===== config.mk =====
export PLATFORM = sky130hd
export DESIGN_NAME = ie_branch_unit
export DESIGN_NICKNAME = d
export VERILOG_FILES = /design/src/rtl/ie_branch_unit.sv
export SDC_FILE = /design/constraint.sdc
export NUM_CORES = 1
export LEC_CHECK = 0
export CORE_MARGIN = 4
export CORE_UTILIZATION = 55
export DETAILED_ROUTE_END_ITERATION = 7
export GPL_TIMING_DRIVEN = 0
export PLACE_DENSITY_LB_ADDON = 0.12
export SETUP_SLACK_MARGIN = 0.5
export SLEW_MARGIN = 20
export SYNTH_ARGS = -nofsm -noshare
export SYNTH_HDL_FRONTEND = slang
export SYNTH_SLANG_ARGS = --single-unit

===== constraint.sdc =====
create_clock -name clk -period 7.9 [get_ports clk]
set_input_delay 2.37 -clock clk [delete_from_list [all_inputs] [get_ports clk]]
set_output_delay 2.37 -clock clk [all_outputs]
set_load 0.1 [all_outputs]

===== src/rtl/ie_branch_unit.sv =====
// ie_branch_unit
// ---------------------------------------------------------------------------
// Executes the IE branch/jump encodings: conditional branches 0x04..0x0B
// (BCC, BCS, BEQ, BMI, BNE, BPL, BVC, BVS) and JMP 0x1C (absolute or indirect).
// Cycle timing follows the 6502:
//   - a branch costs one extra cycle when taken
//   - it costs one more cycle when the target lands on another page
// JMP indirect fetches the 16-bit vector through a simple read handshake.
// The pointer low byte wraps inside its page, as on the original CPU.
//
// Ports
//   clk, rst           clock, asynchronous active-low reset
//   start              request pulse, accepted only while busy=0
//   opcode, jmp_ind    operation code and JMP addressing mode
//   op_lo, op_hi       branch offset / JMP address or pointer bytes
//   flag_c/z/n/v       processor flags
//   pc_in              address of the instruction after the branch
//   mem_rd_req/addr    vector read request and address (JMP indirect)
//   mem_rd_data/valid  vector read data, valid for one cycle
//   busy               operation in progress
//   done               one-cycle completion pulse
//   pc_load, pc_out    new PC and its load strobe
//   taken, err         branch taken / unsupported opcode, valid with done
// ---------------------------------------------------------------------------
module ie_branch_unit #(
  parameter int ADDR_W = 16,
  parameter int OP_W   = 8
) (
  input  logic              clk,
  input  logic              rst,
  input  logic              start,
  input  logic [OP_W-1:0]   opcode,
  input  logic              jmp_ind,
  input  logic [7:0]        op_lo,
  input  logic [7:0]        op_hi,
  input  logic              flag_c,
  input  logic              flag_z,
  input  logic              flag_n,
  input  logic              flag_v,
  input  logic [ADDR_W-1:0] pc_in,
  output logic              mem_rd_req,
  output logic [ADDR_W-1:0] mem_addr,
  input  logic [7:0]        mem_rd_data,
  input  logic              mem_rd_valid,
  output logic              busy,
  output logic              done,
  output logic              pc_load,
  output logic [ADDR_W-1:0] pc_out,
  output logic              taken,
  output logic              err
);

  typedef enum logic [2:0] {
    S_IDLE, S_EVAL, S_TAKEN, S_PAGEFIX, S_RD_LO, S_RD_HI, S_DONE
  } state_t;

  state_t state, next_state;

  logic [OP_W-1:0]   op_q;
  logic              ind_q;
  logic [7:0]        lo_q, hi_q, rd_lo_q;
  logic              c_q, z_q, n_q, v_q;
  logic [ADDR_W-1:0] pc_in_q;

  logic [ADDR_W-1:0] target;
  logic              page_cross;
  logic [7:0]        ptr_lo_inc;
  logic              is_branch, cond;

  logic              latch_ops, capture_lo;
  logic              nx_done, nx_pc_load, nx_taken, nx_err;
  logic [ADDR_W-1:0] nx_pc;

  // Branch target arithmetic on the latched operands.
  // The pointer increment stays 8 bits wide, so it wraps within the page.
  assign target     = pc_in_q + {{(ADDR_W-8){lo_q[7]}}, lo_q};
  assign page_cross = (target[ADDR_W-1:8] != pc_in_q[ADDR_W-1:8]);
  assign ptr_lo_inc = lo_q + 8'd1;

  // Decode the branch condition from the latched opcode and flags.
  always_comb begin
    is_branch = 1'b1;
    cond      = 1'b0;
    case (op_q)
      8'h04:   cond = !c_q;
      8'h05:   cond = c_q;
      8'h06:   cond = z_q;
      8'h07:   cond = n_q;
      8'h08:   cond = !z_q;
      8'h09:   cond = !n_q;
      8'h0A:   cond = !v_q;
      8'h0B:   cond = v_q;
      default: is_branch = 1'b0;
    endcase
  end

  // Next-state logic.
  // It also computes the values loaded into the registered completion
  // pulses on the edge that enters S_DONE.
  always_comb begin
    next_state = state;
    latch_ops  = 1'b0;
    capture_lo = 1'b0;
    nx_done    = 1'b0;
    nx_pc_load = 1'b0;
    nx_taken   = 1'b0;
    nx_err     = 1'b0;
    nx_pc      = pc_out;
    case (state)
      S_IDLE: begin
        if (start) begin
          next_state = S_EVAL;
          latch_ops  = 1'b1;
        end
      end
      S_EVAL: begin
        if (is_branch) begin
          if (cond) begin
            next_state = S_TAKEN;
          end else begin
            next_state = S_DONE;
            nx_done    = 1'b1;
          end
        end else if (op_q == 8'h1C) begin
          if (ind_q) begin
            next_state = S_RD_LO;
          end else begin
            next_state = S_DONE;
            nx_done    = 1'b1;
            nx_pc_load = 1'b1;
            nx_taken   = 1'b1;
            nx_pc      = {hi_q, lo_q};
          end
        end else begin
          next_state = S_DONE;
          nx_done    = 1'b1;
          nx_err     = 1'b1;
        end
      end
      S_TAKEN: begin
        if (page_cross) begin
          next_state = S_PAGEFIX;
        end else begin
          next_state = S_DONE;
          nx_done    = 1'b1;
          nx_pc_load = 1'b1;
          nx_taken   = 1'b1;
          nx_pc      = target;
        end
      end
      S_PAGEFIX: begin
        next_state = S_DONE;
        nx_done    = 1'b1;
        nx_pc_load = 1'b1;
        nx_taken   = 1'b1;
        nx_pc      = target;
      end
      S_RD_LO: begin
        if (mem_rd_valid) begin
          next_state = S_RD_HI;
          capture_lo = 1'b1;
        end
      end
      S_RD_HI: begin
        if (mem_rd_valid) begin
          next_state = S_DONE;
          nx_done    = 1'b1;
          nx_pc_load = 1'b1;
          nx_taken   = 1'b1;
          nx_pc      = {mem_rd_data, rd_lo_q};
        end
      end
      S_DONE: begin
        // A new request may be accepted in the completion cycle.
        if (start) begin
          next_state = S_EVAL;
          latch_ops  = 1'b1;
        end else begin
          next_state = S_IDLE;
        end
      end
      default: next_state = S_IDLE;
    endcase
  end

  // Read handshake outputs.
  // The second address keeps the pointer high byte (6502 page-wrap quirk).
  always_comb begin
    mem_rd_req = 1'b0;
    mem_addr   = '0;
    if (state == S_RD_LO) begin
      mem_rd_req = 1'b1;
      mem_addr   = {hi_q, lo_q};
    end else if (state == S_RD_HI) begin
      mem_rd_req = 1'b1;
      mem_addr   = {hi_q, ptr_lo_inc};
    end
  end

  // busy drops in S_DONE, so it falls in the same cycle done rises.
  assign busy = (state != S_IDLE) && (state != S_DONE);

  // State, operand latches and registered completion outputs.
  // Reset abandons any operation without issuing done.
  always_ff @(posedge clk or negedge rst) begin
    if (!rst) begin
      state   <= S_IDLE;
      op_q    <= '0;
      ind_q   <= 1'b0;
      lo_q    <= '0;
      hi_q    <= '0;
      c_q     <= 1'b0;
      z_q     <= 1'b0;
      n_q     <= 1'b0;
      v_q     <= 1'b0;
      pc_in_q <= '0;
      rd_lo_q <= '0;
      done    <= 1'b0;
      pc_load <= 1'b0;
      taken   <= 1'b0;
      err     <= 1'b0;
      pc_out  <= '0;
    end else begin
      state   <= next_state;
      done    <= nx_done;
      pc_load <= nx_pc_load;
      taken   <= nx_taken;
      err     <= nx_err;
      pc_out  <= nx_pc;
      if (latch_ops) begin
        op_q    <= opcode;
        ind_q   <= jmp_ind;
        lo_q    <= op_lo;
        hi_q    <= op_hi;
        c_q     <= flag_c;
        z_q     <= flag_z;
        n_q     <= flag_n;
        v_q     <= flag_v;
        pc_in_q <= pc_in;
      end
      if (capture_lo) begin
        rd_lo_q <= mem_rd_data;
      end
    end
  end

endmodule


== Word level (Yosys, flattened, before mapping) ==
Cells that the tools add are included.

* Register bits: 75
* Memory bits (writable): 0
* Bits in latches: 0
* Memories kept: 0
* Bits in read-only memories: 0
* Output and inout port bits: 38

* Mux-type cells: 38
* Reductions and logical operators: 12
* Equality and inequality tests: 24
* Multipliers: 0
* Bitwise gates (word level): 0
* Div/mod/pow operators: 0
* Shifts and indexed selects: 0
* Magnitude comparators: 0
* $add $sub $neg: 2

{| class="wikitable"
|+ Operators by type and width
! cell !! count
|-
| $mux 16 || 7
|-
| $pmux 16 s4 || 1
|-
| $eq 8x3->1 const B || 4
|-
| $eq 8x4->1 const B || 4
|-
| $mux 3 || 7
|-
| $pmux 3 s7 || 1
|-
| $mux 1 || 18
|-
| $add 16x16->16 || 1
|-
| $ne 2x2->1 const B || 7
|-
| $eq 3x3->1 const B || 3
|-
| $add 8x1->8 const B || 1
|-
| $eq 8x5->1 const B || 1
|-
| $ne 8x8->1 || 1
|-
| $pmux 1 s4 || 2
|-
| $pmux 1 s8 || 1
|-
| $reduce_or 8->1 || 1
|-
| $eq 3x2->1 const B || 2
|-
| $reduce_and 6->1 || 1
|-
| $logic_not 1->1 || 4
|-
| $reduce_bool 4->1 || 1
|-
| $eq 3x1->1 const B || 1
|-
| $logic_not 3->1 || 1
|-
| $ne 3x3->1 const B || 1
|-
| $reduce_and 3->1 || 1
|-
| 4 further kinds || 4
|}

== Logic depth before layout (Yosys ltp) ==
Gate-level depths: netlist of the first run.

* Depth after elaboration: 5
* Gate-level depth with buffers: 13
* Gate-level depth less buffers: 12

== Least setup slack after synthesis of the first run ==
OpenSTA, ideal clock, no wires.

* Path kind: register to output
* From: register state[0]
* To: output mem_addr[7]
* Slack: 2972 ps
* Path buffers: 1
* Cell stages (with the launch flop): 7
* Arrival: 2558 ps
* Data required time: 5530 ps
* Cell sequence: dfrtp_1 -> clkbuf_1 -> and3_1 -> and3_1 -> nand4_1 -> xor2_1 -> nor2_1

* Word-level cells in the longest chain between the ends: 3

{| class="wikitable"
|+ Ends and longest elaborated chain
! what !! line !! RTL
|-
| from (decl) || 57 || <nowiki>state_t state, next_state;</nowiki>
|-
| from (signal assigned) || 224 || <nowiki>state <= next_state;</nowiki>
|-
| $eq 3x3->1 || 194 || <nowiki>end else if (state == S_RD_HI) begin</nowiki>
|-
| $mux 16 || 194 ||
|-
| $mux 16 * || 191 || <nowiki>if (state == S_RD_LO) begin</nowiki>
|-
| to (decl) || 42 || <nowiki>output logic [ADDR_W-1:0] mem_addr,</nowiki>
|}

Every way passes the cells marked *; elsewhere a longest branch is shown, timed or not.

== Worst setup path in the final report of the first run ==
Same ends and word-level chain as after synthesis.

==> out/qor.yml, run 1 <==
outcome: "complete, no violations"
core_sq_um: 7888
critPathKind: "reg2out"
synth_cells: 423
syn_to_final_growth_pct: 29.08
yosysWarnings: 0
cts_resized: 0
cp-end-kind: "output port"
synthArstFlopShare_pct: 100.0
finalNetCount: 603
cts_buffer_depth: 2
mostFrequentLayoutCell: "clkdlybuf4s50_1"
hold_buffers: 0
syn_nets: 497
via_count: 3660
numCtsBuffers: 9
syn_area_per_cell_sq_um: 10.72
cts_root_buffer: "clkbuf_8"
worstPathMaxFanout: 10
reg2reg_from: "lo_q[0]"
rows: 32
synth_compound_area_share_pct: 14.05
grt_pass1_vias: 3818
hold_path_class: "reg2reg"
die_w_microns: 98.80
synth_xor_area_share_pct: 7.092
crit_required_ps: 5530
arrival_ps: 3210
clock_skew_ps: 12.30
cp-start-kind: "flip-flop"
tns_ps: 0
clk_latency_ps: 360
cts_setup_buffers: 0
io_buffers: 94
initial_core_util_pct: 57.49
place.gp.congestion: 0.9629
dieArea_sq_um: 9760
max_freq_mhz: 179.3
clock_sinks: 75
tightest_slew_ps: 981.6
drt-total-wl_microns: 11740
viasPerCell: 5.755
ys_seq_elements: 75
drc: 0
synthAdderAreaFrac_pct: 4.857
synth.distinct_cells: 63
rsz0062_at_grt: "no"
ys_seq_area_share_pct: 41.39
wl_per_cell_microns: 18.46
setup_viol: 0
first_pass_iters: 4
drtAntennaViolNets: 0
final_util_pct: 74.21
synth_top_family_by_area: "multiplexers"
finalCritPeriodShare_pct: 70.59
n_antenna_cell: 0
die_h_microns: 98.80
grt_pass1_wl_microns: 19200
dp_hpwl_microns: 9137
synth_flop_cell: "dfrtp_1"
grt_max_degree: 39
muxShareOfSynthArea_pct: 17.00
antenna_found_initial: 0
cts_tree: "built"
maxSlewHeadroom_pct: 34.35
critPathLaunch: "state[0]"
overflow: 0
synth-simple-area-share_pct: 12.33
drive_above_1_share_pct: 18.91
grt_usage_pct: 24.79
synth_edf_count: 0
dr.first_iter.drc_count: 201
hold_viol_final: 0
slew_viol_final: 0
clk_pin_slew_ps: 80
most-common-layout-cells: "clkdlybuf4s50_1, dfrtp_1, mux2_2, nand2_1"
cap_violations: 0
finalCriticalPeriod_ps: 5576
ioPinCount: 95
hp-start: "op_q[5]"
syn_area_sq_um: 4534
htree_levels: 3
-- cell families (layout without fill, tap and decap cells) --
logic type	Yosys count	in the layout
AOI/OAI and AO/OA	93	93
muxes	66	66
adders and majority gates	17	17
and+or+nand+nor	107	107
xor gates and xnor gates	31	31
buffers and inverters	34	145
DFF	75	75
-- metal layers --
metal  vias up  GRT usage, %  wire length [microns]
met5         -             0                      0
met4         0         8.824                    253
met3        20         4.459                    654
met2       128         40.60                   5673
met1      1778         33.07                   5157
li1       1734             -                      -
-- registers in the layout, indices dropped and copies added (netlist names) --
| name | flops |
|---|---|
| done | 1 |
| taken | 1 |
| err | 1 |
| op_q | 8 |
| rd_lo_q | 8 |
| z_q | 1 |
| c_q | 1 |
| hi_q | 8 |
| v_q | 1 |
| ind_q | 1 |
| state | 3 |
| pc_in_q | 16 |
| lo_q | 8 |
| pc_out | 16 |
| n_q | 1 |
-- synthesized netlist by cell type, drive strengths merged (3+ instances only) --
cell | instances | area, sq um
nand4 | 6 | 52.55
nand3 | 7 | 35.03
buf | 5 | 40.04
a22oi | 12 | 90.09
nand2 | 36 | 135.1
xnor2 | 14 | 130.1
o211ai | 4 | 30.03
and2 | 11 | 70.07
inv | 15 | 56.31
o21ai | 29 | 156.4
dfrtp | 75 | 1877
a211oi | 3 | 22.52
mux2 | 64 | 750.7
a21o | 3 | 22.52
nand2b | 6 | 45.04
a21oi | 20 | 115.1
xnor3 | 3 | 68.81
a221oi | 3 | 32.53
clkbuf | 14 | 52.55
nor2 | 25 | 93.84
ha | 16 | 200.2
a221o | 3 | 30.03
xor2 | 14 | 122.6
-- final timing paths --
path / to / slack, ps / cells past startpoint
max: mem_addr[7] / 2320 / 7
min: op_q[5] / 500 / 1
max reg2reg: pc_out[12] / 4160 / 13
min reg2reg: op_q[5] / 500 / 1
max in group asynchronous: pc_in_q[5] / 5350 / 2
min in group asynchronous: pc_out[9] / 1980 / 1
-- final cells by class --
cell class,instances,area [sq um]
tap,102,127.6
sequential,75,1877
fill,581,2034
buffer,19,92.59
inverter,15,56.30
clock buffer,10,137.6
timing repair buffer,95,958.4
clock inverter,6,95.09
multi-input combinational,314,2509
-- worst max-delay path, stage by stage (launching register included) --
cell and delay, ps:
dfrtp_1 360, clkbuf_1 420, and3_1 290, and3_1 190, nand4_1 120, xor2_1 160
nor2_1 150, clkdlybuf4s50_1 1160
-- per-stage QoR --
step           instances  instance area, sq um  hold slack, ps  setup slack (ps)
5_1_grt              636                  5853           529.7              2185
4_1_cts              636                  5853           508.4              2339
2_1_floorplan        423                  4534           472.1              2972
6_report             636                  5853           504.8              2324
3_5_place_dp         620                  5620           488.4              2752
3_3_place_gp         619                  5603           480.9              1892
Power of run 1 is not shown: default switching activity piles up to over one toggle a cycle in this logic, so the estimate is an artifact.
==> run 2, diff against run 1 <==
- CORE_UTILIZATION: 55 -> 52
- clock period: 7.9 -> 5.8 ns (I/O delays scaled with it)
==> run 2 against run 1 <==
  * Die area rose by 5.3%
  * Utilization fell by 4.7 points
  * First-iteration DRC count rose by 5.5%
  * Count of clock-buffer cells in the layout did not move
  * Largest cell class unchanged
  * Highest routed layer unchanged
==> out/qor.yml, run 2 (synthesized netlist as in run 1, its figures left out) <==
outcome: "complete, no violations"  # unchanged
grtUsageMet1_pct: 31.13  # was 33.07%
mostFrequentLayoutCell: "clkdlybuf4s50_1"  # unchanged
clock_sinks: 75  # unchanged
critPathKind: "reg2out"  # unchanged
max_stage_delay_ps: 1150  # was 1160 ps
rsz0062_at_grt: "no"  # unchanged
grtUsageMet2_pct: 39.69  # was 40.60%
slew_viol_final: 0  # unchanged
numCtsBuffers: 9  # unchanged
hold_viol_final: 0  # unchanged
critPathCapture: "mem_addr[7]"  # unchanged
grt_usage_pct: 23.52  # was 24.79%
crit_required_ps: 4060  # was 5530 ps
fin_cells: 639  # was 636
antenna_found_initial: 0  # unchanged
setup_viol: 0  # unchanged
grt_pass1_wl_microns: 18810  # was 19,200 microns
rows: 33  # was 32
htree_levels: 3  # unchanged
rrSetupSlack_ps: 2050  # was 4160 ps
overflow: 0  # unchanged
dp_hpwl_microns: 9140  # was 9137 microns
cts_tree: "built"  # unchanged
first_pass_iters: 4  # unchanged
maxSlewHeadroom_pct: 34.11  # was 34.35%
hold_buffers: 0  # unchanged
drive_above_1_share_pct: 18.73  # was 18.91%
hold_path_class: "reg2reg"  # unchanged
cts_setup_buffers: 0  # unchanged
reg2reg_from: "lo_q[7]"  # was lo_q[0]
reg_top3: "pc_in_q (16), pc_out (16)"  # unchanged
cts_buffer_depth: 2  # unchanged
arrival_ps: 3190  # was 3210 ps
die_w_microns: 101.4  # was 98.80 microns
hp-start: "op_q[7]"  # was op_q[5]
path_buf_inv: 2  # unchanged
most-common-layout-cells: "clkdlybuf4s50_1, dfrtp_1, mux2_2, nand2_1"  # unchanged
drtAntennaViolNets: 0  # unchanged
place_inst: 623  # was 620
cpMostUsedCell: "and3_1"  # unchanged
tns_ps: 0  # unchanged
clk_latency_ps: 360  # about the same
cts_root_buffer: "clkbuf_8"  # unchanged
wl_per_cell_microns: 18.32  # was 18.46 microns
via_count: 3623  # was 3,660
crit_slowest_cell: "clkdlybuf4s50_1"  # unchanged
finalNetCount: 603  # unchanged
grt_max_degree: 39  # unchanged
dr.first_iter.drc_count: 212  # was 201
finalCritPeriodShare_pct: 85.02
met3_usage_pct: 3.788  # was 4.459%
cp-end-kind: "output port"  # unchanged
initial_core_util_pct: 54.37  # was 57.49%
cap_violations: 0  # unchanged
r2r-end: "pc_out[6]"  # was pc_out[12]
tightest_slew_ps: 985.3  # was 981.6 ps
cts_resized: 0  # unchanged
io_buffers: 94  # unchanged
place.gp.congestion: 0.9405  # was 0.9629
worst-path-stages: 7  # unchanged
max_freq_mhz: 202.8
grt_pass1_vias: 3734  # was 3,818
worstPathMaxFanout: 10  # unchanged
drt-total-wl_microns: 11710  # was 11,740 microns
die_h_microns: 101.4  # was 98.80 microns
clk_pin_slew_ps: 80  # about the same
cp-start-kind: "flip-flop"  # unchanged
cp_top_family: "buffers and inverters"  # unchanged
viasPerCell: 5.670  # was 5.755
critPathLaunch: "state[0]"  # unchanged
cp_cell_sequence: "clkbuf_1 > and3_1 > and3_1 > nand4_1 > xor2_1 > nor2_1 > clkdlybuf4s50_1"  # unchanged
drc: 0  # unchanged
ioPinCount: 95  # unchanged
n_antenna_cell: 0  # unchanged
core_sq_um: 8341  # was 7888 sq um
syn_to_final_growth_pct: 27.76  # was 29.08%
busiest_layer: "met2"  # unchanged
ff2ff_path_depth: 10  # was 13
finalCriticalPeriod_ps: 4931
clock_skew_ps: 15.13  # was 12.30 ps
dieArea_sq_um: 10280  # was 9760 sq um
-- run 2: per-layer routing --
layer  part of all wire [%]  wire length [microns]
met5                      0                      0
met3                    5.6                    650
met4                    1.3                    154
met1                     44                   5109
met2                     49                   5791
-- run 2: how the worst min path moves through the flow --
stage                            to  cells after the start
after floorplan             op_q[5]                      1
after global placement      op_q[5]                      1
after detailed placement    op_q[7]                      1
after CTS                   op_q[7]                      1
after global routing      pc_out[4]                      1
final                       op_q[7]                      1
-- run 2: cell type report --
class,count,area (sq um)
inverter,15,56.30
tap,105,131.4
fill,683,2547
clock buffer,10,127.6
buffer,19,92.59
multi-input combinational,314,2509
clock inverter,6,41.29
timing repair buffer,95,958.4
sequential,75,1877
-- run 2: metrics by stage --
step | instance area [sq um] | hold slack [ps] | setup WS (ps) | utilization, %
after floorplan | 4534 | 472.1 | 1502 | -
after global placement | 5607 | 483.0 | 429.8 | 67.22
after detailed placement | 5624 | 494.6 | 1272 | 67.43
after CTS | 5793 | 512.3 | 870.6 | 69.46
after global routing | 5793 | 532.4 | 727.5 | 69.46
final | 5793 | 508.9 | 869.1 | 69.46
-- run 2: worst reg2reg max path: cells and delay by family, from the launching register on --
family | cells | cell delay [ps]
AO/OA/AOI/OAI | 4 | 990
XOR/XNOR | 1 | 250
adder cells (fa/ha/maj) | 1 | 420
buffers and inverters | 1 | 200
flip-flops | 1 | 770
multiplexers | 1 | 300
AND/OR/NAND/NOR | 2 | 680
Power of run 2 is left out for the same reason.
==> variant, RTL diff (flow settings as in run 1) <==
`OP_W`: 8 -> 6.
--- a/src/rtl/ie_branch_unit.sv
+++ b/src/rtl/ie_branch_unit.sv
@@ -25,5 +25,5 @@
 module ie_branch_unit #(
   parameter int ADDR_W = 16,
-  parameter int OP_W   = 8
+  parameter int OP_W   = 6
 ) (
   input  logic              clk,
Ports: changed (resized opcode); port bits go from 95 to 93. The function was not compared with the original's and may differ.
==> variant against run 1 <==
Count of clock-buffer cells in the layout unchanged; sequential cell count down 2; area after synthesis up 9.0%; synthesized cell count up 24%; setup slack better by 0.072 ns; design area up 6.7%; via count up 26%; routed wire length up 23%.
Power is not shown: default switching activity piles up to over one toggle a cycle in this logic, so the estimate is an artifact.
==> variant: results (changes against run 1) <==
place:
  place.gp.congestion: 0.873  # was 0.963
  io_buffers: 92  # was 94
  hpwl_um: 10900  # was 9140 um
  placed_cell_area_sq_mm: 0.00602  # was 0.00562 sq mm
route:
  firstDrtPassIters: 5  # was 4
  wl_per_cell_um: 19.4  # was 18.5 um
  first_iter_violations: 311  # was 201
  vias: 4607  # was 3,660
min_path:
  hold_path.startpoint: "rd_lo_q[7]"  # was op_q[5]
  min_delay_worst_endpoint: "rd_lo_q[7]"  # was op_q[5]
  min-delay-path-class: "reg2reg"  # unchanged
setup_path:
  crit_fanout: 10  # unchanged
  worst_path_dominant_cell_family: "buffers and inverters"  # unchanged
  reg2reg_slack_ns: 3.98  # was 4.16 ns
  cp.arrival_ns: 3.13  # was 3.21 ns
  rr_startpoint: "lo_q[7]"  # was lo_q[0]
outcome:
  status: "complete, no violations"  # unchanged
global_routing:
  track_usage: 0.278  # was 0.248
  antenna_found_initial: 0  # unchanged
  grt_max_degree: 58  # was 39
  grt_pass1_vias: 4326  # was 3,818
  grt_pass1_wl_um: 22600  # was 19,200 um
logic_synthesis:
  async_flop_share: 1.00  # unchanged
  syn-num-nets: 597  # was 497
  yosys-top-cells-count: "dfrtp_1, nand2_1, mux2_2"  # was dfrtp_1, mux2_2, nand2_1
  synth-compound-area-share: 0.210  # was 0.140
  synthTopCellsByArea: "dfrtp_1, mux2_2, ha_1"  # unchanged
  synthAdderAreaFrac: 0.0445  # was 0.0486
  synthMuxAreaShare: 0.115  # was 0.170
  synthXorXnorAreaFrac: 0.0400  # was 0.0709
  seq_area_frac_synth: 0.370  # was 0.414
  synth_top_family_by_area: "compound AO/OA/AOI/OAI gates"  # was multiplexers
  yosys_warnings: 0  # unchanged
  synth_cell_type_count: 62  # was 63
layout:
  drive_above_1_share: 0.132  # was 0.189
  final_nets: 701  # was 603
cts:
  clock_path_buffers: 2  # unchanged
  clockRootBuffer: "clkbuf_8"  # unchanged
timing:
  hold_ws_ns: 0.515  # was 0.505 ns
  worstMarginPinSlew_ns: 0.994  # was 0.982 ns
  fin_worst_skew_ns: 0.0125  # was 0.0123 ns
==> variant: changes by cell type after synthesis, sizes merged, moves of 6 or more <==
| cell | delta |
|---|---|
| a31oi | +6 |
| nor3 | +7 |
| o211ai | +18 |
| mux2 | -16 |
| clkbuf | +11 |
| buf | +8 |
| nand4 | +11 |
| or3 | +6 |
| nand2 | +13 |
==> variant: worst max-delay path by stage <==
stage,start,to,depth (start not counted)
2_1_floorplan,state[0],mem_addr[7],6
3_3_place_gp,rst,n_q,1
3_5_place_dp,state[0],mem_addr[2],6
4_1_cts,state[0],mem_addr[7],7
5_1_grt,state[0],mem_addr[7],7
6_report,state[0],mem_addr[7],7
==> variant: layer usage <==
layer / routed length (um) / GRT usage
met2: 6900 / 0.436
met1: 6480 / 0.405
met3: 831 / 0.0325
met5: 0 / 0
met4: 199 / 0.0807
==> variant: worst register-to-register path, cell delays in order, from the launching register on <==
cell      delay, ns
dfrtp_1        0.76
ha_1           0.34
buf_2          0.18
a21oi_1        0.37
o21ai_0        0.36
a221o_1        0.42
a21oi_1        0.15
xor2_1         0.27
and4b_1        0.23
buf_2          0.17
buf_4          0.18
buf_4          0.18
nand4_1        0.12
o211ai_1       0.12
==> variant: cell type report <==
| class | count | area [sq um] |
|---|---|---|
| Multi-Input combinational cell | 402 | 2910 |
| Fill cell | 683 | 2470 |
| Sequential cell | 73 | 1830 |
| Timing Repair Buffer | 93 | 946 |
| Buffer | 38 | 170 |
| Tap cell | 108 | 135 |
| Clock buffer | 10 | 128 |
| Clock inverter | 6 | 90.1 |
| Inverter | 12 | 45.0 |
==> variant: kinds of logic (layout without fill, tap and decap cells) <==
family          after synthesis  count (layout)
simple gates                168             168
compound gates              145             145
flops                        73              73
mux                          51              51
buf+inv                      50             159
xor+xnor                     21              21
fa+ha+maj                    17              17
==> variant: through the flow <==
step / cells / setup WS (ns) / util
global placement: 725 / 1.89 / 0.688
finish: 742 / 2.40 / 0.716
global route: 742 / 2.17 / 0.716
floorplan: 525 / 3.05 / -
CTS: 742 / 2.44 / 0.716
detailed placement: 726 / 2.84 / 0.691
